===== config.mk =====
export PLATFORM = sky130hd
export DESIGN_NAME = i2c_reg_seq
export DESIGN_NICKNAME = d
export VERILOG_FILES = /design/src/rtl/i2c_reg_seq.sv
export SDC_FILE = /design/constraint.sdc
export NUM_CORES = 1
export LEC_CHECK = 0
export CAP_MARGIN = 10
export CORE_MARGIN = 2
export CORE_UTILIZATION = 55
export DETAILED_ROUTE_END_ITERATION = 6
export PLACE_DENSITY_LB_ADDON = 0.3
export SYNTH_ARGS = -nofsm -noshare
export SYNTH_HDL_FRONTEND = slang
export SYNTH_SLANG_ARGS = --single-unit

===== constraint.sdc =====
create_clock -name clk -period 3.91 [get_ports clk]
set_input_delay 0.782 -clock clk [delete_from_list [all_inputs] [get_ports clk]]
set_output_delay 0.782 -clock clk [all_outputs]
set_load 0.02 [all_outputs]

===== src/rtl/i2c_reg_seq.sv =====
// I2C register-access sequencer: turns one host read/write request into a series of
// byte-level commands for an I2C engine, with a per-command watchdog and STOP-on-abort.
module i2c_reg_seq #(
  parameter logic [6:0]  DEV_ADDR       = 7'h36,
  parameter int unsigned TIMEOUT_CYCLES = 4096
) (
  input  logic        clk,
  input  logic        reset,
  input  logic        start,
  input  logic        rw,
  input  logic [7:0]  reg_addr,
  input  logic        nbytes,
  input  logic [15:0] wr_data,
  output logic        busy,
  output logic        done,
  output logic        error,
  output logic [15:0] rd_data,
  output logic [1:0]  instruction,
  output logic        enable,
  output logic [7:0]  byte_to_send,
  output logic        send_nack,
  input  logic        complete,
  input  logic [7:0]  byte_received
);

  localparam int unsigned WdW = (TIMEOUT_CYCLES > 1) ? $clog2(TIMEOUT_CYCLES) : 1;
  localparam logic [WdW-1:0] WdLast = WdW'(TIMEOUT_CYCLES - 1);

  localparam logic [1:0] CmdStart = 2'd0;
  localparam logic [1:0] CmdStop  = 2'd1;
  localparam logic [1:0] CmdRead  = 2'd2;
  localparam logic [1:0] CmdWrite = 2'd3;

  typedef enum logic [3:0] {
    StIdle, StStart, StDevW, StReg, StWdH, StWdL, StRstart,
    StDevR, StRd0, StRd1, StNack, StStop, StAbort, StDone
  } state_e;

  // Gap is the idle cycle before each issue; it gives the engine time to return to idle.
  typedef enum logic [1:0] {PhGap, PhIssue, PhWait} phase_e;

  state_e         state_q;
  state_e         state_next;
  phase_e         phase_q;
  logic [WdW-1:0] wdog_q;
  logic           rw_q;
  logic           nbytes_q;
  logic [7:0]     reg_addr_q;
  logic [15:0]    wr_data_q;
  logic [1:0]     cmd_instr;
  logic [7:0]     cmd_byte;
  logic           cmd_nack;

  // Command issued by the current state and the state that follows it on success.
  always_comb begin
    cmd_instr  = CmdWrite;
    cmd_byte   = 8'h00;
    cmd_nack   = 1'b0;
    state_next = StDone;
    case (state_q)
      StStart: begin
        cmd_instr  = CmdStart;
        state_next = StDevW;
      end
      StDevW: begin
        cmd_byte   = {DEV_ADDR, 1'b0};
        state_next = StReg;
      end
      StReg: begin
        cmd_byte = reg_addr_q;
        if (rw_q)          state_next = StRstart;
        else if (nbytes_q) state_next = StWdH;
        else               state_next = StWdL;
      end
      StWdH: begin
        cmd_byte   = wr_data_q[15:8];
        state_next = StWdL;
      end
      StWdL: begin
        cmd_byte   = wr_data_q[7:0];
        state_next = StStop;
      end
      StRstart: begin
        cmd_instr  = CmdStart;
        state_next = StDevR;
      end
      StDevR: begin
        cmd_byte   = {DEV_ADDR, 1'b1};
        state_next = StRd0;
      end
      StRd0: begin
        cmd_instr  = CmdRead;
        state_next = nbytes_q ? StRd1 : StNack;
      end
      StRd1: begin
        cmd_instr  = CmdRead;
        state_next = StNack;
      end
      StNack: begin
        cmd_instr  = CmdRead;
        cmd_nack   = 1'b1;
        state_next = StStop;
      end
      StStop, StAbort: begin
        cmd_instr  = CmdStop;
        state_next = StDone;
      end
      default: ;
    endcase
  end

  always_ff @(posedge clk) begin
    if (reset) begin
      state_q      <= StIdle;
      phase_q      <= PhGap;
      wdog_q       <= '0;
      rw_q         <= 1'b0;
      nbytes_q     <= 1'b0;
      reg_addr_q   <= 8'h00;
      wr_data_q    <= 16'h0000;
      busy         <= 1'b0;
      done         <= 1'b0;
      error        <= 1'b0;
      rd_data      <= 16'h0000;
      instruction  <= CmdStart;
      enable       <= 1'b0;
      byte_to_send <= 8'h00;
      send_nack    <= 1'b0;
    end else begin
      case (state_q)
        StIdle: begin
          if (start) begin
            rw_q       <= rw;
            nbytes_q   <= nbytes;
            reg_addr_q <= reg_addr;
            wr_data_q  <= wr_data;
            busy       <= 1'b1;
            state_q    <= StStart;
            phase_q    <= PhGap;
          end
        end
        StDone: begin
          done    <= 1'b0;
          error   <= 1'b0;
          busy    <= 1'b0;
          state_q <= StIdle;
        end
        default: begin
          case (phase_q)
            PhGap: begin
              enable       <= 1'b1;
              instruction  <= cmd_instr;
              byte_to_send <= cmd_byte;
              send_nack    <= cmd_nack;
              wdog_q       <= '0;
              phase_q      <= PhIssue;
            end
            PhIssue: begin
              enable  <= 1'b0;
              phase_q <= PhWait;
            end
            default: begin
              // complete wins over an expiring watchdog in the same cycle
              if (complete) begin
                send_nack <= 1'b0;
                phase_q   <= PhGap;
                state_q   <= state_next;
                if (state_q == StRd0) rd_data <= {8'h00, byte_received};
                if (state_q == StRd1) rd_data <= {rd_data[7:0], byte_received};
                if (state_next == StDone) begin
                  done  <= 1'b1;
                  error <= (state_q == StAbort);
                end
              end else if (wdog_q == WdLast) begin
                send_nack <= 1'b0;
                phase_q   <= PhGap;
                if (state_q == StAbort) begin
                  state_q <= StDone;
                  done    <= 1'b1;
                  error   <= 1'b1;
                end else begin
                  state_q <= StAbort;
                end
              end else begin
                wdog_q <= wdog_q + WdW'(1);
              end
            end
          endcase
        end
      endcase
    end
  end

endmodule


==> results of run 1 <==
stage by stage:
stage / power, mW / util / hold WS [ps]
2_1_floorplan: 0.924 / - / 433
3_3_place_gp: 0.990 / 0.688 / 437
3_5_place_dp: 0.995 / 0.688 / 445
4_1_cts: 1.61 / 0.723 / 456
5_1_grt: 1.66 / 0.723 / 472
6_report: 1.60 / 0.723 / 451
registers in the layout (all words and copies together), names as in the netlist:
| register | count |
|---|---|
| rd_data | 16 |
| wr_data_q | 16 |
| wdog_q | 12 |
| byte_to_send | 8 |
| reg_addr_q | 8 |
| state_q | 4 |
| instruction | 2 |
| phase_q | 2 |
| busy | 1 |
| done | 1 |
| enable | 1 |
| error | 1 |
| nbytes_q | 1 |
| rw_q | 1 |
| send_nack | 1 |
per-layer routing:
layer | global-route usage | wire (um) | vias up | part of all wire
li1 | - | - | 1611 | -
met1 | 0.326 | 3820 | 1556 | 0.45
met2 | 0.388 | 3880 | 133 | 0.46
met3 | 0.0646 | 540 | 18 | 0.064
met4 | 0.0999 | 159 | 0 | 0.019
met5 | 0 | 0 | - | 0
path summary, 6_finish.rpt:
kind                     endpoint  slack (ps)  cells past startpoint
setup / recovery        wdog_q[8]        1400                      5
hold reg to reg        rd_data[9]         450                      2
hold / removal         rd_data[9]         450                      2
setup reg to reg  byte_to_send[5]        1690                      5
critical path, delay by kind of cell:
| family | cells | cell delay [ps] |
|---|---|---|
| AOI/OAI and AO/OA | 4 | 1260 |
| buffers and inverters | 1 | 700 |
area by class of cell:
type,instances,area (um^2),area share
clock inverters,5,60.1,0.0139
clock buffers,11,151,0.0349
flip-flops and latches,75,1500,0.346
repair buffers,73,713,0.165
inverters,11,41.3,0.00953
well taps,75,93.8,0.0217
multi-input cells,311,1770,0.409
cell families (layout without fill, tap and decap cells):
kind of cell | after synthesis | after routing
xor gates and xnor gates | 4 | 4
and+or+nand+nor | 169 | 169
AOI/OAI and AO/OA | 133 | 133
buffers and inverters | 38 | 100
adders and majority gates | 1 | 1
muxes | 4 | 4
DFF | 75 | 75
power by group through the flow:
stage | Clock (mW) | Combinational [mW] | Sequential (mW)
3_5_place_dp | 0 | 0.172 | 0.824
6_report | 0.622 | 0.174 | 0.806
3_3_place_gp | 0 | 0.168 | 0.822
5_1_grt | 0.661 | 0.191 | 0.809
4_1_cts | 0.627 | 0.173 | 0.806
2_1_floorplan | 0 | 0.103 | 0.820
Yosys cell counts, types with 2 or more instances:
| master | count | share of area |
|---|---|---|
| o211ai_1 | 3 | 0.0065 |
| xor2_1 | 2 | 0.0051 |
| inv_1 | 10 | 0.011 |
| a22o_1 | 8 | 0.020 |
| a22oi_1 | 4 | 0.0087 |
| and4_1 | 3 | 0.0076 |
| xnor2_1 | 2 | 0.0051 |
| and2_1 | 2 | 0.0036 |
| nor2b_1 | 3 | 0.0055 |
| buf_6 | 2 | 0.0065 |
| nor3_1 | 4 | 0.0058 |
| o22ai_1 | 2 | 0.0036 |
| nand3_1 | 14 | 0.020 |
| o32ai_1 | 3 | 0.0076 |
| nand2_1 | 98 | 0.11 |
| o221ai_1 | 4 | 0.010 |
| mux2i_1 | 4 | 0.012 |
| nor2_1 | 27 | 0.029 |
| or3_1 | 2 | 0.0036 |
| and3_1 | 3 | 0.0055 |
| a21oi_1 | 54 | 0.079 |
| o31ai_1 | 5 | 0.011 |
| nand4_1 | 2 | 0.0036 |
| a31oi_1 | 4 | 0.0073 |
| clkbuf_1 | 19 | 0.021 |
| or4_1 | 2 | 0.0044 |
| a21o_1 | 2 | 0.0044 |
| nor4b_1 | 2 | 0.0051 |
| dfxtp_1 | 75 | 0.44 |
| o21a_1 | 6 | 0.013 |
| o21ai_0 | 20 | 0.029 |
| o211a_1 | 2 | 0.0058 |
| buf_2 | 5 | 0.0073 |
==> metrics, run 1 <==
Setup crit start=complete; PD cells=370 nW/um^2; Max-cap violations=0; pre-CTS WS=1100 ps; Clock Latency Late Sink=350 ps; min cycle time layout=2510 ps; measured slew at the worst slew-check pin=1060 ps; Post-synth EDFFs=0; initial antenna violation count=0; Port Buffers=68; adder-cell share of the synthesized area=0.00364; antenna cells=0; fillers=474; largest net degree at the start of global routing=59; CTS root buffer=clkbuf_8; gr usage total=0.248; final slew viol count=0; combinational share of power=0.108; post-route insts no fill=561; Std-Cell Rows=28; sequential area share after synthesis=0.437; Clock Power Share=0.388; HP Class=reg2reg; ys async rst share=0; initial drt markers=287; Main synth FF type=dfxtp_1; Die Y=83.1 um; Post-Synthesis Cells=424; Setup crit end kind=flip-flop; clock sink total=75; core box area=5990 um^2; Starting Density=0.574; status=finished, final reports clean; Worst-path clk slew=80 ps; Post-Synth Simple-Gate Area=0.220; Slowest cell on crit path=clkdlybuf4s50_1; post-synthesis compound-gate area fraction=0.270; Die Wd=83.1 um; Mapped Nets=463; GRT overflow=0; Worst VDD drop=0.000271 V; count of cell types in the netlist=59; Avg Cell Area, Syn=8.11 um^2; die area=6900 um^2; Worst EP arrival=2750 ps; H-tree Lvls=3; HPWL Detailed=5730 um; register bit count reported by yosys=75; Hold Vio Cnt, Final=0; Max Fanout on Critical Path=12; global-route wire length before repair=14300 um; hold path start=rd_data[9]; vias per cell=5.91; placer congestion estimate=0.872; fmax=398 MHz; clk buf depth=2; Req. time, crit path=4150 ps; placed cells=545; headroom to the max-slew limit=0.293; period utilization=0.642; Hold-fix buffers, CTS=0; RSZ-0062 raised after global routing=false; ANT nets after route=0; TritonCTS clock tree=built; Setup TNS=0 ps; IO Count=69; most common cell after layout, fill and taps aside=nand2_1; area delta synth->final=26.1%; critical path class=in2reg; Final WS setup=1400 ps; Setup Buffers After CTS=0; CP Cell Sequence=clkdlybuf4s50_1 > a31o_4 > a2111oi_4 > a31oi_1 > o21a_1; commonest cells after routing, fill and taps aside=nand2_1, dfxtp_1, clkdlybuf4s50_1, a21oi_1, nor2_1; DP Area=4120 um^2; Warnings, synthesis=0; post_cts resized=0; Sw Ratio=0.253; P_leak=1.51 nW; routed len/inst=15.0 um; Worst path max stage delay=700 ps; Vias=3318; CP Launch Type=input pin; Final Cell Area=4330 um^2; switching pwr=406 uW; P_int=1.20 mW; mux cell area share after synthesis=0.0116; Post-Syn Area=3440 um^2; main combinational cell family by area after synthesis=compound AO/OA/AOI/OAI gates; share of layout cells above drive strength 1=0.0761; drt pass-1 iters=5; post-synthesis xor/xnor area fraction=0.0102; r2r startpoint=state_q[2]; vias in the first global route=3193; # setup viols final=0; clk_skew=7.99 ps; DRC=0; Sequential Power Share=0.503; TritonCTS Buffers=9; overall routed net length=8400 um; fin nets=520
Power figures use the tool's default switching activity.
==> run 2: changes to the inputs <==
--- a/config.mk
+++ b/config.mk
@@ -7,7 +7,7 @@
 export LEC_CHECK = 0
 export CAP_MARGIN = 10
 export CORE_MARGIN = 2
-export CORE_UTILIZATION = 55
+export CORE_UTILIZATION = 46
 export DETAILED_ROUTE_END_ITERATION = 6
 export PLACE_DENSITY_LB_ADDON = 0.3
 export SYNTH_ARGS = -nofsm -noshare
==> constraint.sdc (replaced) <==
create_clock -name clk -period 2.2 [get_ports clk]
set_input_delay 0.44 -clock clk [delete_from_list [all_inputs] [get_ports clk]]
set_output_delay 0.44 -clock clk [all_outputs]
set_load 0.02 [all_outputs]
==> run 2 against run 1 <==
Against the previous run: clock-buffer cell count is 1 lower; register-to-register slack lost 1500 ps; final cell count is 6.6% higher; core utilization fell by 11 points; routed wire length shrank 0.71%; highest routed layer unchanged; clock skew about the same; design area up 2.3%; flip-flop and latch count did not move; total power is 71% higher; global-route usage shrank 3.3 points; clock power increased by 58%.
==> metrics, run 2 (same netlist as run 1, synthesis figures left out) <==
Worst VDD drop=0.000435 V; DP Area=4250 um^2; drt pass-1 iters=5; TritonCTS clock tree=built; DRC=0; Vias=3223; Setup crit start=phase_q[1]; Std-Cell Rows=31; Clock Latency Late Sink=350 ps; H-tree Lvls=3; antenna cells=0; reg-to-reg endpoint=wdog_q[8]; Max Fanout on Critical Path=14; die area=8180 um^2; GRT overflow=0; Slowest cell on crit path=dfxtp_1; Worst Hold Path Cells=2; commonest cells after routing, fill and taps aside=nand2_1, dfxtp_1, clkdlybuf4s50_1, a21oi_1, nor2_1; Die Y=90.5 um; P_leak=1.56 nW; Port Buffers=68; TritonCTS Buffers=9; global-route wire length before repair=14300 um; ANT nets after route=0; clock sink total=75; Storage cell area=1500 um^2; initial drt markers=251; Hold-fix buffers, CTS=0; critical path class=reg2reg; period utilization=0.896; placer congestion estimate=0.928; Req. time, crit path=2440 ps; status=finished, final reports clean; RSZ-0062 raised after global routing=false; R2R Setup Slk=230 ps; initial antenna violation count=0; area of the multi-input gates=1770 um^2; fin nets=533; largest net degree at the start of global routing=29; # setup viols final=0; clk_skew=8.05 ps; Setup crit end kind=flip-flop; share of layout cells above drive strength 1=0.100; Hold Vio Cnt, Final=0; clk buf depth=2; r2r startpoint=phase_q[1]; Setup TNS=0 ps; measured slew at the worst slew-check pin=548 ps; Worst EP arrival=2220 ps; Setup Buffers After CTS=0; vias in the first global route=3042; final slew viol count=0; Die Wd=90.5 um; vias per cell=5.39; IO Count=69; HP Class=reg2reg; Worst path max stage delay=670 ps; CP Capture Point=wdog_q[8]; Worst R2R Path Depth=4; Final Cell Area=4440 um^2; routed len/inst=13.9 um; area delta synth->final=29.0%; CP Launch Type=flip-flop; most common cell after layout, fill and taps aside=nand2_1; fmax=507 MHz; HPWL Detailed=6050 um; biggest regs=rd_data: 16 flops, wr_data_q: 16 flops, wdog_q: 12 flops; gr usage total=0.215; CTS root buffer=clkbuf_8; headroom to the max-slew limit=0.634; Starting Density=0.474; post_cts resized=0; CP Cell Sequence=nor2b_1 > a2111oi_4 > a31oi_1 > o21a_1; PD cells=617 nW/um^2; Worst-path clk slew=80 ps; Max-cap violations=0; core box area=7250 um^2; Final Core Density=0.612; overall routed net length=8340 um; fillers=670; min cycle time layout=1970 ps
## run 2: where the power goes
| group | internal [mW] | switching, mW | leakage, nW | total, mW |
|---|---|---|---|---|
| clock | 0.450 | 0.533 | 0.0933 | 0.982 |
| combinational | 0.151 | 0.177 | 0.860 | 0.328 |
| sequential | 1.40 | 0.0272 | 0.609 | 1.43 |
## run 2: area by class of cell
cell class / count / area share
repair buffers: 86 / 0.183
clock inverters: 6 / 0.0107
well taps: 99 / 0.0279
clock buffers: 10 / 0.0310
multi-input cells: 311 / 0.400
inverters: 11 / 0.00931
flip-flops and latches: 75 / 0.339
## run 2: worst min path at each step
stage                        from       endpoint  slack [ps]
floorplan           reg_addr_q[0]  reg_addr_q[0]         430
global placement      rd_data[11]    rd_data[11]         440
detailed placement  wr_data_q[14]  wr_data_q[14]         450
CTS                 wr_data_q[14]  wr_data_q[14]         460
global route        wr_data_q[14]  wr_data_q[14]         480
finish              wr_data_q[14]  wr_data_q[14]         450
## run 2: critical path, delay by kind of cell, from the launching register on
kind / cells / cell delay (ps)
simple gates: 1 / 250
flops: 1 / 670
compound gates: 3 / 940
## run 2: routing by layer
layer / GRT usage / up-vias / routed length (um)
met3: 0.0693 / 12 / 474
met5: 0 / - / 0
met2: 0.332 / 85 / 3840
met4: 0.0679 / 0 / 107
li1: - / 1633 / -
met1: 0.285 / 1493 / 3920
## run 2: per-stage QoR
stage	power (mW)	instances	worst slack, ps	hold WS, ps
global route	2.88	598	61.5	480
detailed placement	1.79	582	54.5	446
finish	2.74	598	228	455
global placement	1.78	582	104	442
floorplan	1.64	424	415	433
CTS	2.77	598	261	457
==> run 3: changes to the inputs <==
--- a/config.mk
+++ b/config.mk
@@ -7,7 +7,8 @@
 export LEC_CHECK = 0
 export CAP_MARGIN = 10
 export CORE_MARGIN = 2
-export CORE_UTILIZATION = 46
+export CORE_UTILIZATION = 48
+export CTS_BUF_LIST = sky130_fd_sc_hd__clkbuf_4
 export DETAILED_ROUTE_END_ITERATION = 6
 export PLACE_DENSITY_LB_ADDON = 0.3
 export SYNTH_ARGS = -nofsm -noshare
==> run 3 against run 2 <==
Against the previous run: hold slack improved by 8.5 ps; design area decreased by 2.0%; sequential share of layout area increased by 0.68 points; critical path depth is the same; non-clock buffer count shrank 5; flip-flop and latch count unchanged; final cell count down 1.5%; via count increased by 1.1%; core utilization up 2.1 points; critical path type unchanged; highest routed layer unchanged.
==> metrics, run 3 (same netlist as run 1, synthesis figures left out) <==
fmax=496 MHz; Die Y=88.6 um; clk_skew=16.4 ps; Worst-path clk slew=130 ps; Port Buffers=68; Max Fanout on Critical Path=14; largest net degree at the start of global routing=31; overall routed net length=8300 um; drt pass-1 iters=5; P_leak=1.52 nW; H-tree Lvls=3; initial antenna violation count=0; fin nets=528; pre-CTS WS=30.1 ps; core box area=6870 um^2; area delta synth->final=26.5%; Die Wd=88.6 um; Hold Vio Cnt, Final=0; CP Launch Type=flip-flop; initial drt markers=258; post_cts resized=0; Vias=3257; Starting Density=0.501; Storage cell area=1500 um^2; antenna cells=0; area of the multi-input gates=1770 um^2; fillers=595; Clock Latency Late Sink=430 ps; Req. time, crit path=2540 ps; placed cells=574; min cycle time layout=2020 ps; gr usage total=0.218; PD cells=599 nW/um^2; share of layout cells above drive strength 1=0.0892; Setup TNS=0 ps; R2R Setup Slk=180 ps; biggest regs=rd_data: 16 flops, wr_data_q: 16 flops, wdog_q: 12 flops; placer congestion estimate=0.926; IO Count=69; vias per cell=5.53; clk buf depth=2; TritonCTS Buffers=9; Final Core Density=0.633; CTS root buffer=clkbuf_4; Worst VDD drop=0.000391 V; global-route wire length before repair=13500 um; post-route insts no fill=589; die area=7860 um^2; DRC=0; vias in the first global route=3010; Worst EP arrival=2350 ps; HPWL Detailed=5860 um; GRT overflow=0; Pwr Total=2.60 mW; measured slew at the worst slew-check pin=569 ps; most common cell after layout, fill and taps aside=nand2_1; RSZ-0062 raised after global routing=false; routed len/inst=14.1 um; critical path class=reg2reg; Setup crit end kind=flip-flop; period utilization=0.917; status=finished, final reports clean; Final WS setup=182 ps; Hold-fix buffers, CTS=0; Max-cap violations=0; headroom to the max-slew limit=0.620; ANT nets after route=0; commonest cells after routing, fill and taps aside=nand2_1, dfxtp_1, clkdlybuf4s50_1, a21oi_1, nor2_1; final slew viol count=0; Setup Buffers After CTS=0; clock sink total=75; # setup viols final=0; Std-Cell Rows=30; HP Class=reg2reg; TritonCTS clock tree=built
run 3: cell count changes in the layout (fill, tap and decap cells not counted):
cell       change
clkbuf_4      +10
inv_6          -1
clkinv_2       -1
bufinv_16      +1
buf_4          -5
clkbuf_8      -10
run 3: area by class of cell:
type / count / area share
inverter: 11 / 0.00950
timing repair buffer: 81 / 0.178
sequential: 75 / 0.345
multi-input combinational: 311 / 0.408
clock buffer: 10 / 0.0173
clock inverter: 5 / 0.0147
tap: 96 / 0.0276
run 3: final timing paths:
check / cells past startpoint / startpoint / endpoint
worst max-delay path: 4 / phase_q[1] / wdog_q[8]
worst min-delay path: 2 / rd_data[11] / rd_data[11]
worst max register to register: 4 / phase_q[1] / wdog_q[8]
worst min register to register: 2 / rd_data[11] / rd_data[11]
run 3: metrics by stage:
stage / hold WS, ps / instance area, um^2
after floorplan: 433 / 3440
after global placement: 439 / 4210
after detailed placement: 445 / 4210
after CTS: 460 / 4350
after global routing: 478 / 4350
final: 463 / 4350
run 3: metal layers:
metal  GRT usage  share of wire
met5           0              0
met4      0.0634          0.011
met3      0.0709          0.076
met2       0.333           0.46
met1       0.294           0.45
run 3: worst max-delay path, cell delays in order (launching register included):
cell       delay (ps)
dfxtp_1           700
nor2b_1           260
a2111oi_4         610
a31oi_1           170
o21a_1            200
run 3: where the power goes:
| part | switching [mW] | leakage [nW] | internal [mW] | total, mW |
|---|---|---|---|---|
| logic | 0.175 | 0.835 | 0.145 | 0.320 |
| clock network | 0.496 | 0.0731 | 0.361 | 0.857 |
| registers | 0.0267 | 0.609 | 1.40 | 1.43 |
